$ cat config.mk
export PLATFORM = sky130hd
export DESIGN_NAME = mul_div_unit
export DESIGN_NICKNAME = d
export VERILOG_FILES = /design/src/rtl/mul_div_unit.sv
export SDC_FILE = /design/constraint.sdc
export NUM_CORES = 1
export LEC_CHECK = 0
export ABC_AREA = 1
export CAP_MARGIN = 30
export CORE_ASPECT_RATIO = 1.4
export CORE_UTILIZATION = 30
export DETAILED_ROUTE_END_ITERATION = 16
export PLACE_DENSITY = 0.52
export RECOVER_POWER = 25
export SYNTH_ARGS = -nofsm -noshare
export SYNTH_HDL_FRONTEND = slang
export SYNTH_SLANG_ARGS = --single-unit
$ cat constraint.sdc
create_clock -name CLK -period 2.87 [get_ports CLK]
set_input_delay 0.574 -clock CLK [delete_from_list [all_inputs] [get_ports CLK]]
set_output_delay 0.574 -clock CLK [all_outputs]
set_load 0.01 [all_outputs]
$ cat src/rtl/mul_div_unit.sv
// mul_div_unit
//   Iterative radix-2 multiply/divide unit for the execute stage. Handles
//   MULTU, MULT, DIVU and DIV one bit per cycle and returns MIPS-style HI/LO
//   (product high/low, or remainder/quotient).
//
// Ports
//   CLK      : system clock, rising edge
//   nRST     : synchronous active-low reset
//   start    : operation request, only looked at while idle
//   op       : 00=MULTU 01=MULT 10=DIVU 11=DIV, captured with start
//   port_a   : multiplicand / dividend, captured with start
//   port_b   : multiplier / divisor, captured with start
//   busy     : high while an operation is in flight
//   done     : one-cycle pulse, hi/lo/div_zero valid from this cycle on
//   hi       : product upper half or remainder
//   lo       : product lower half or quotient
//   div_zero : divide with a zero divisor, held alongside hi/lo
module mul_div_unit #(
  parameter  int WIDTH = 32,
  localparam int CNT_W = $clog2(WIDTH) + 1
) (
  input  logic             CLK,
  input  logic             nRST,
  input  logic             start,
  input  logic [1:0]       op,
  input  logic [WIDTH-1:0] port_a,
  input  logic [WIDTH-1:0] port_b,
  output logic             busy,
  output logic             done,
  output logic [WIDTH-1:0] hi,
  output logic [WIDTH-1:0] lo,
  output logic             div_zero
);

  typedef enum logic [1:0] {IDLE, CALC, SIGN, DONE} state_t;

  state_t             state;
  logic [CNT_W-1:0]   cnt;
  logic               is_div;
  logic               neg_res;
  logic               neg_rem;
  logic [WIDTH-1:0]   opnd;
  logic [2*WIDTH-1:0] acc;
  logic [WIDTH:0]     rem;
  logic [WIDTH-1:0]   quo;

  logic               a_neg;
  logic               b_neg;
  logic [WIDTH-1:0]   a_mag;
  logic [WIDTH-1:0]   b_mag;
  logic [WIDTH:0]     mul_sum;
  logic [WIDTH+1:0]   div_shift;
  logic [WIDTH+1:0]   div_diff;
  logic               div_ge;
  logic [2*WIDTH-1:0] prod_final;
  logic [WIDTH-1:0]   quo_final;
  logic [WIDTH-1:0]   rem_final;

  // Signed requests work on magnitudes; the most negative value maps onto
  // itself, which read as unsigned is exactly its magnitude.
  assign a_neg = op[0] & port_a[WIDTH-1];
  assign b_neg = op[0] & port_b[WIDTH-1];
  assign a_mag = a_neg ? -port_a : port_a;
  assign b_mag = b_neg ? -port_b : port_b;

  // Shift-add step: the multiplier sits in the low half of acc and is
  // consumed LSB first while partial sums enter from the top.
  assign mul_sum = {1'b0, acc[2*WIDTH-1:WIDTH]}
                 + (acc[0] ? {1'b0, opnd} : {(WIDTH+1){1'b0}});

  // Restoring divide step: a borrow out of the top bit means the shifted
  // remainder was smaller than the divisor.
  assign div_shift = {rem, quo[WIDTH-1]};
  assign div_diff  = div_shift - {2'b00, opnd};
  assign div_ge    = ~div_diff[WIDTH+1];

  // Sign fix-up applied once the magnitudes are complete.
  assign prod_final = neg_res ? -acc : acc;
  assign quo_final  = neg_res ? -quo : quo;
  assign rem_final  = neg_rem ? -rem[WIDTH-1:0] : rem[WIDTH-1:0];

  // Control FSM and datapath share one register block so busy/done and the
  // result registers change on the same edges as the state.
  always_ff @(posedge CLK) begin
    if (!nRST) begin
      state    <= IDLE;
      busy     <= 1'b0;
      done     <= 1'b0;
      hi       <= '0;
      lo       <= '0;
      div_zero <= 1'b0;
      cnt      <= '0;
      is_div   <= 1'b0;
      neg_res  <= 1'b0;
      neg_rem  <= 1'b0;
      opnd     <= '0;
      acc      <= '0;
      rem      <= '0;
      quo      <= '0;
    end else begin
      case (state)
        IDLE: begin
          done <= 1'b0;
          busy <= 1'b0;
          if (start) begin
            is_div   <= op[1];
            neg_res  <= a_neg ^ b_neg;
            neg_rem  <= op[1] & a_neg;
            div_zero <= 1'b0;
            if (op[1] && (port_b == '0)) begin
              // Zero divisor skips the datapath; hi returns the raw dividend.
              hi       <= port_a;
              lo       <= '1;
              div_zero <= 1'b1;
              done     <= 1'b1;
              state    <= DONE;
            end else begin
              opnd  <= op[1] ? b_mag : a_mag;
              acc   <= {{WIDTH{1'b0}}, b_mag};
              rem   <= '0;
              quo   <= a_mag;
              cnt   <= CNT_W'(WIDTH);
              busy  <= 1'b1;
              state <= CALC;
            end
          end
        end
        CALC: begin
          cnt <= cnt - CNT_W'(1);
          if (is_div) begin
            rem <= div_ge ? div_diff[WIDTH:0] : div_shift[WIDTH:0];
            quo <= {quo[WIDTH-2:0], div_ge};
          end else begin
            acc <= {mul_sum, acc[WIDTH-1:1]};
          end
          if (cnt == CNT_W'(1)) begin
            state <= SIGN;
          end
        end
        SIGN: begin
          if (is_div) begin
            hi <= rem_final;
            lo <= quo_final;
          end else begin
            hi <= prod_final[2*WIDTH-1:WIDTH];
            lo <= prod_final[WIDTH-1:0];
          end
          busy  <= 1'b0;
          done  <= 1'b1;
          state <= DONE;
        end
        DONE: begin
          done  <= 1'b0;
          state <= IDLE;
        end
        default: state <= IDLE;
      endcase
    end
  end

endmodule

After elaboration in Yosys (flattened, before gate mapping)
Cells that the tools add are included.
Cells by class
  add/subtract/negate cells: 8
  reduce and logical (&&, ||, !) cells: 13
  divide/modulo/power cells: 0
  bitwise logic cells: 6
  mux-type cells: 41
  magnitude comparators: 0
  shift operators: 0
  multiply operators: 0
  equal/unequal tests: 10
Operators with widths (number)
  two-way mux 32 bit: 15
  two-way mux 64 bit: 4
  case mux 32 bit (2 select lines): 3
  two-way mux 33 bit: 4
  negator 32 bit: 4
  case mux 64 bit (2 select lines): 1
  case mux 33 bit (2 select lines): 1
  negator 64 bit: 1
  subtractor 34 x 32 -> 34 bit: 1
  adder 32 x 32 -> 33 bit: 1
  zero test 32 bit: 1
  two-way mux 6 bit: 2
  != test 2 bit (second input constant): 6
  case mux 6 bit (2 select lines): 1
  AND reduction 3 bit: 3
  case mux 2 bit (4 select lines): 1
  AND reduction 4 bit: 2
  == test 6 x 1 -> 1 bit (second input constant): 1
  two-way mux 2 bit: 3
  subtractor 6 x 1 -> 6 bit (second input constant): 1
  == test 2 bit (second input constant): 2
  two-way mux 1 bit: 4
  AND reduction 2 bit: 2
  nonzero test 2 bit: 2
  other kinds (9): 12
Storage, ports and cells
  memories: 0
  word-level logic and storage cells: 92
  bits of input ports: 69
  bits in read-only memories: 0
  output and inout port bits: 67
  latch bits: 0
  register bits after elaboration: 239
  bits in writable memories: 0

Depth between registers and ports, before layout
  depth in word-level cells: 5
  mapped depth: 19
  depth with buffers taken out: 17

Worst setup path after synthesis
OpenSTA, ideal clock, no wires.
  path kind: reg-to-reg
  start point: register acc[0]
  end point: register acc[53]
  data required time: 2.738 ns
  period minus slack after synthesis: 2.387 ns
  data arrival time: 2.254 ns
  setup slack: 0.483 ns
  stages on the path, launching flop included: 15
  cells stage by stage: dfxtp_1 buf_2 buf_1 nand2_1 inv_1 ha_1 a21oi_1 nand2_1 a21oi_1 o21ai_0 nand2_1 nand2_1 or2_2 nand3_1 a21oi_1
Between the ends
  cells in the longest elaborated chain, start to end: 4
RTL lines
  start, declared: line 43  | logic [2*WIDTH-1:0] acc;
  start signal, assigned: line 119  | acc <= {{WIDTH{1'b0}}, b_mag};
  start signal, assigned: line 134  | acc <= {mul_sum, acc[WIDTH-1:1]};
  two-way mux 32 bit: line 69  | + (acc[0] ? {1'b0, opnd} : {(WIDTH+1){1'b0}});
  adder 32 x 32 -> 33 bit: line 69
  two-way mux 64 bit: line 130  | if (is_div) begin
  case mux 64 bit (2 select lines): line 101  | case (state)
Every way passes these cells. The select of a mux whose other input is x is not followed.
A chain may end at the register's enable or synchronous reset.

Final worst setup path
  start point: register acc[0]
  end point: register hi[30]
Between the ends
  cells in the longest elaborated chain, start to end: 4
RTL lines
  negator 64 bit: line 78  | assign prod_final = neg_res ? -acc : acc;
  two-way mux 64 bit: line 78
  two-way mux 32 bit: line 141  | if (is_div) begin
  case mux 32 bit (2 select lines): line 101
  end signal, assigned: line 112  | hi <= port_a;
  end signal, assigned: line 142  | hi <= rem_final;
  end signal, assigned: line 145  | hi <= prod_final[2*WIDTH-1:WIDTH];
  end, declared: line 30  | output logic [WIDTH-1:0] hi,
Every way passes these cells.

==> run metrics <==
IO Pins 136; cells after synthesis 3782; pin count of the biggest net entering global routing 85; DP HPWL 87.7 mm; Worst EP required 3340 ps; IO Port Bufs 135; cell area after synthesis 21400 sq um; Via Count 25900; via/cell ratio 5.18; crit share post-route 95.2%; Leakage 13.0 nW; max-cap violations 0; Global Route Usage Sum 28.9%; Final Setup Violations 0; worst-skew pair later-pin latency 610 ps; Post-synth EDFFs 0; met2 wire len 50.5 mm; #FFs+latches synth 239; Worst setup SP type flip-flop; drt first pass iters 6; antenna violations before repair 1; Final GP Congestion 1.04; Rows 115; maximum VDD drop 0.462 mV; CP Class reg -> reg; CTS tree built; Nets 4195; clock skew 35.3 ps; CP max FO 4; clk buf depth 3; maximum operating frequency 0.366 GHz; Routed WL 106 mm; sequential area share after synthesis 22.4%; pin slew with the least headroom to its limit 890 ps; clock sinks 239; proportion of layout cells with a drive suffix above 1 9.04%; Post-Place Worst Slack -49.2 ps; Routed wire per std cell 21.2 microns; Die X 228 microns; synth unique cells 52; Final min period 2730 ps; DR DRC count 0; Max-slew headroom 40.7%; critical path arrival 3210 ps; Synth Net Count 3928; dominant cell type by area after synthesis dfxtp_1; H-tree depth 1; clock-pin slew on the worst setup and hold paths 70 ps; hold_ws 402 ps; status finished, final reports clean; Fin Setup TNS 0 ps; Root Driver clkbuf_16; Top Metal Used met5; most frequent cell after synthesis nand2_1; initial detailed-routing violation count 2228; Hold WC Path Type in -> reg; Met1 Routed Length 40.7 mm; Die Area 72300 sq um; Final Max Tran Viols 0; Mean Syn Cell Area 5.65 sq um; endpoint type of the worst setup path flip-flop; setup ws final 137 ps; Yosys top cell area share 22.4%; FFs w/ async S/R, synth 0%; total CTS buffers 28; Pwr Density 850 nW/um^2; metal3 WL 4.68 mm; synth-to-layout area growth 23.5%; total gr overflow 0; die height 318 microns; Final Hold Vio Count 0; first-pass GRT wire length 155 mm; core footprint 70400 sq um; vias in the first global route 24700; Primary FF master, synth dfxtp_1; Commonest cells post-synth nand2_1, inv_1, nor2_1; post-route antenna net violation count 0; Ys Warns 0; synth top area cells dfxtp_1, nand2_1, nand3_1; Starting Density 30.4%
==> where the power goes <==
| part | switching [mW] | internal, mW |
|---|---|---|
| combinational | 8.63 | 4.46 |
| sequential | 0.996 | 4.28 |
| clock | 1.73 | 2.33 |
==> state kept, by name (all words and copies together), names as in the netlist, 2 cells and up <==
signal,cells
cnt,6
state,2
lo,32
opnd,32
rem,33
quo,32
hi,32
acc,64
==> worst paths after layout <==
path                              from  endpoint  slack [ps]  cells past startpoint
worst min-delay path              nRST    is_div         400                      2
worst max register to register  acc[0]    hi[30]         140                     12
worst min register to register  hi[26]    hi[26]         460                      2
worst max-delay path            acc[0]    hi[30]         140                     12
==> critical path, cell delays in order, from the launching register on <==
cell and delay (ps):
dfxtp_2 350, buf_4 160, inv_1 70, ha_1 210, nand2_1 130, nor2_1 250, nand3_1 290, o21ai_0 440
nand4_1 140, nand3_1 230, nand3_1 170, nand2_1 110, a21oi_1 60
==> cell usage in the layout, fill, tap and decap left out, types with 9 or more instances in the layout <==
master           instances
a21oi_1                314
a31oi_1                 17
buf_12                  19
buf_4                  231
clkbuf_16               28
clkdlybuf4s50_1         73
dfxtp_1                236
dlygate4sd3_1           61
ha_1                    75
inv_1                  457
inv_2                   16
mux2i_1                  9
nand2_1               1064
nand3_1                375
nand3b_1                21
nand4_1                 57
nor2_1                 425
nor2_2                  10
nor3_1                  46
o211ai_1                16
o21ai_0                204
o21ai_1                 94
o22ai_1                 18
or2_2                   15
xnor2_1                 22
xor2_1                  67
==> repair_timing <==
item                       CTS  global route
setup endpoints to repair    0            49
buffers inserted             0             0
hold buffers                 0             0
gates resized for setup      0             6
==> layer usage <==
layer  GRT usage [%]  vias to the layer above
met5               0                        -
met4            24.1                        2
met3            2.27                      286
met2            49.4                      851
met1            32.3                    12000
li1                -                    12800
==> through the flow <==
stage	instances	utilization (%)	instance area [sq um]	total power [mW]
finish	5008	37.5	26400	22.4
CTS	5007	37.5	26400	22.4
detailed placement	4955	36.1	25400	18.3
floorplan	3782	-	21400	12.5
global route	5007	37.5	26400	23.8
global placement	4955	36.1	25400	18.3
==> cell families after synthesis <==
kind of cell	share of synthesized area (%)
mux	0.422
xor+xnor	3.65
buf+inv	11.4
fa+ha+maj	4.58
compound gates	17.1
simple gates	40.4
flops	22.4
==> layout make-up <==
| type | count | area [sq um] |
|---|---|---|
| Inverter | 475 | 1790 |
| Clock inverter | 18 | 236 |
| Tap cell | 936 | 1170 |
| Antenna cell | 1 | 2.50 |
| Clock buffer | 34 | 783 |
| Timing Repair Buffer | 387 | 3470 |
| Fill cell | 7905 | 44000 |
| Multi-Input combinational cell | 2918 | 14100 |
| Sequential cell | 239 | 4790 |
No activity file was read; power rests on OpenSTA's default activity.
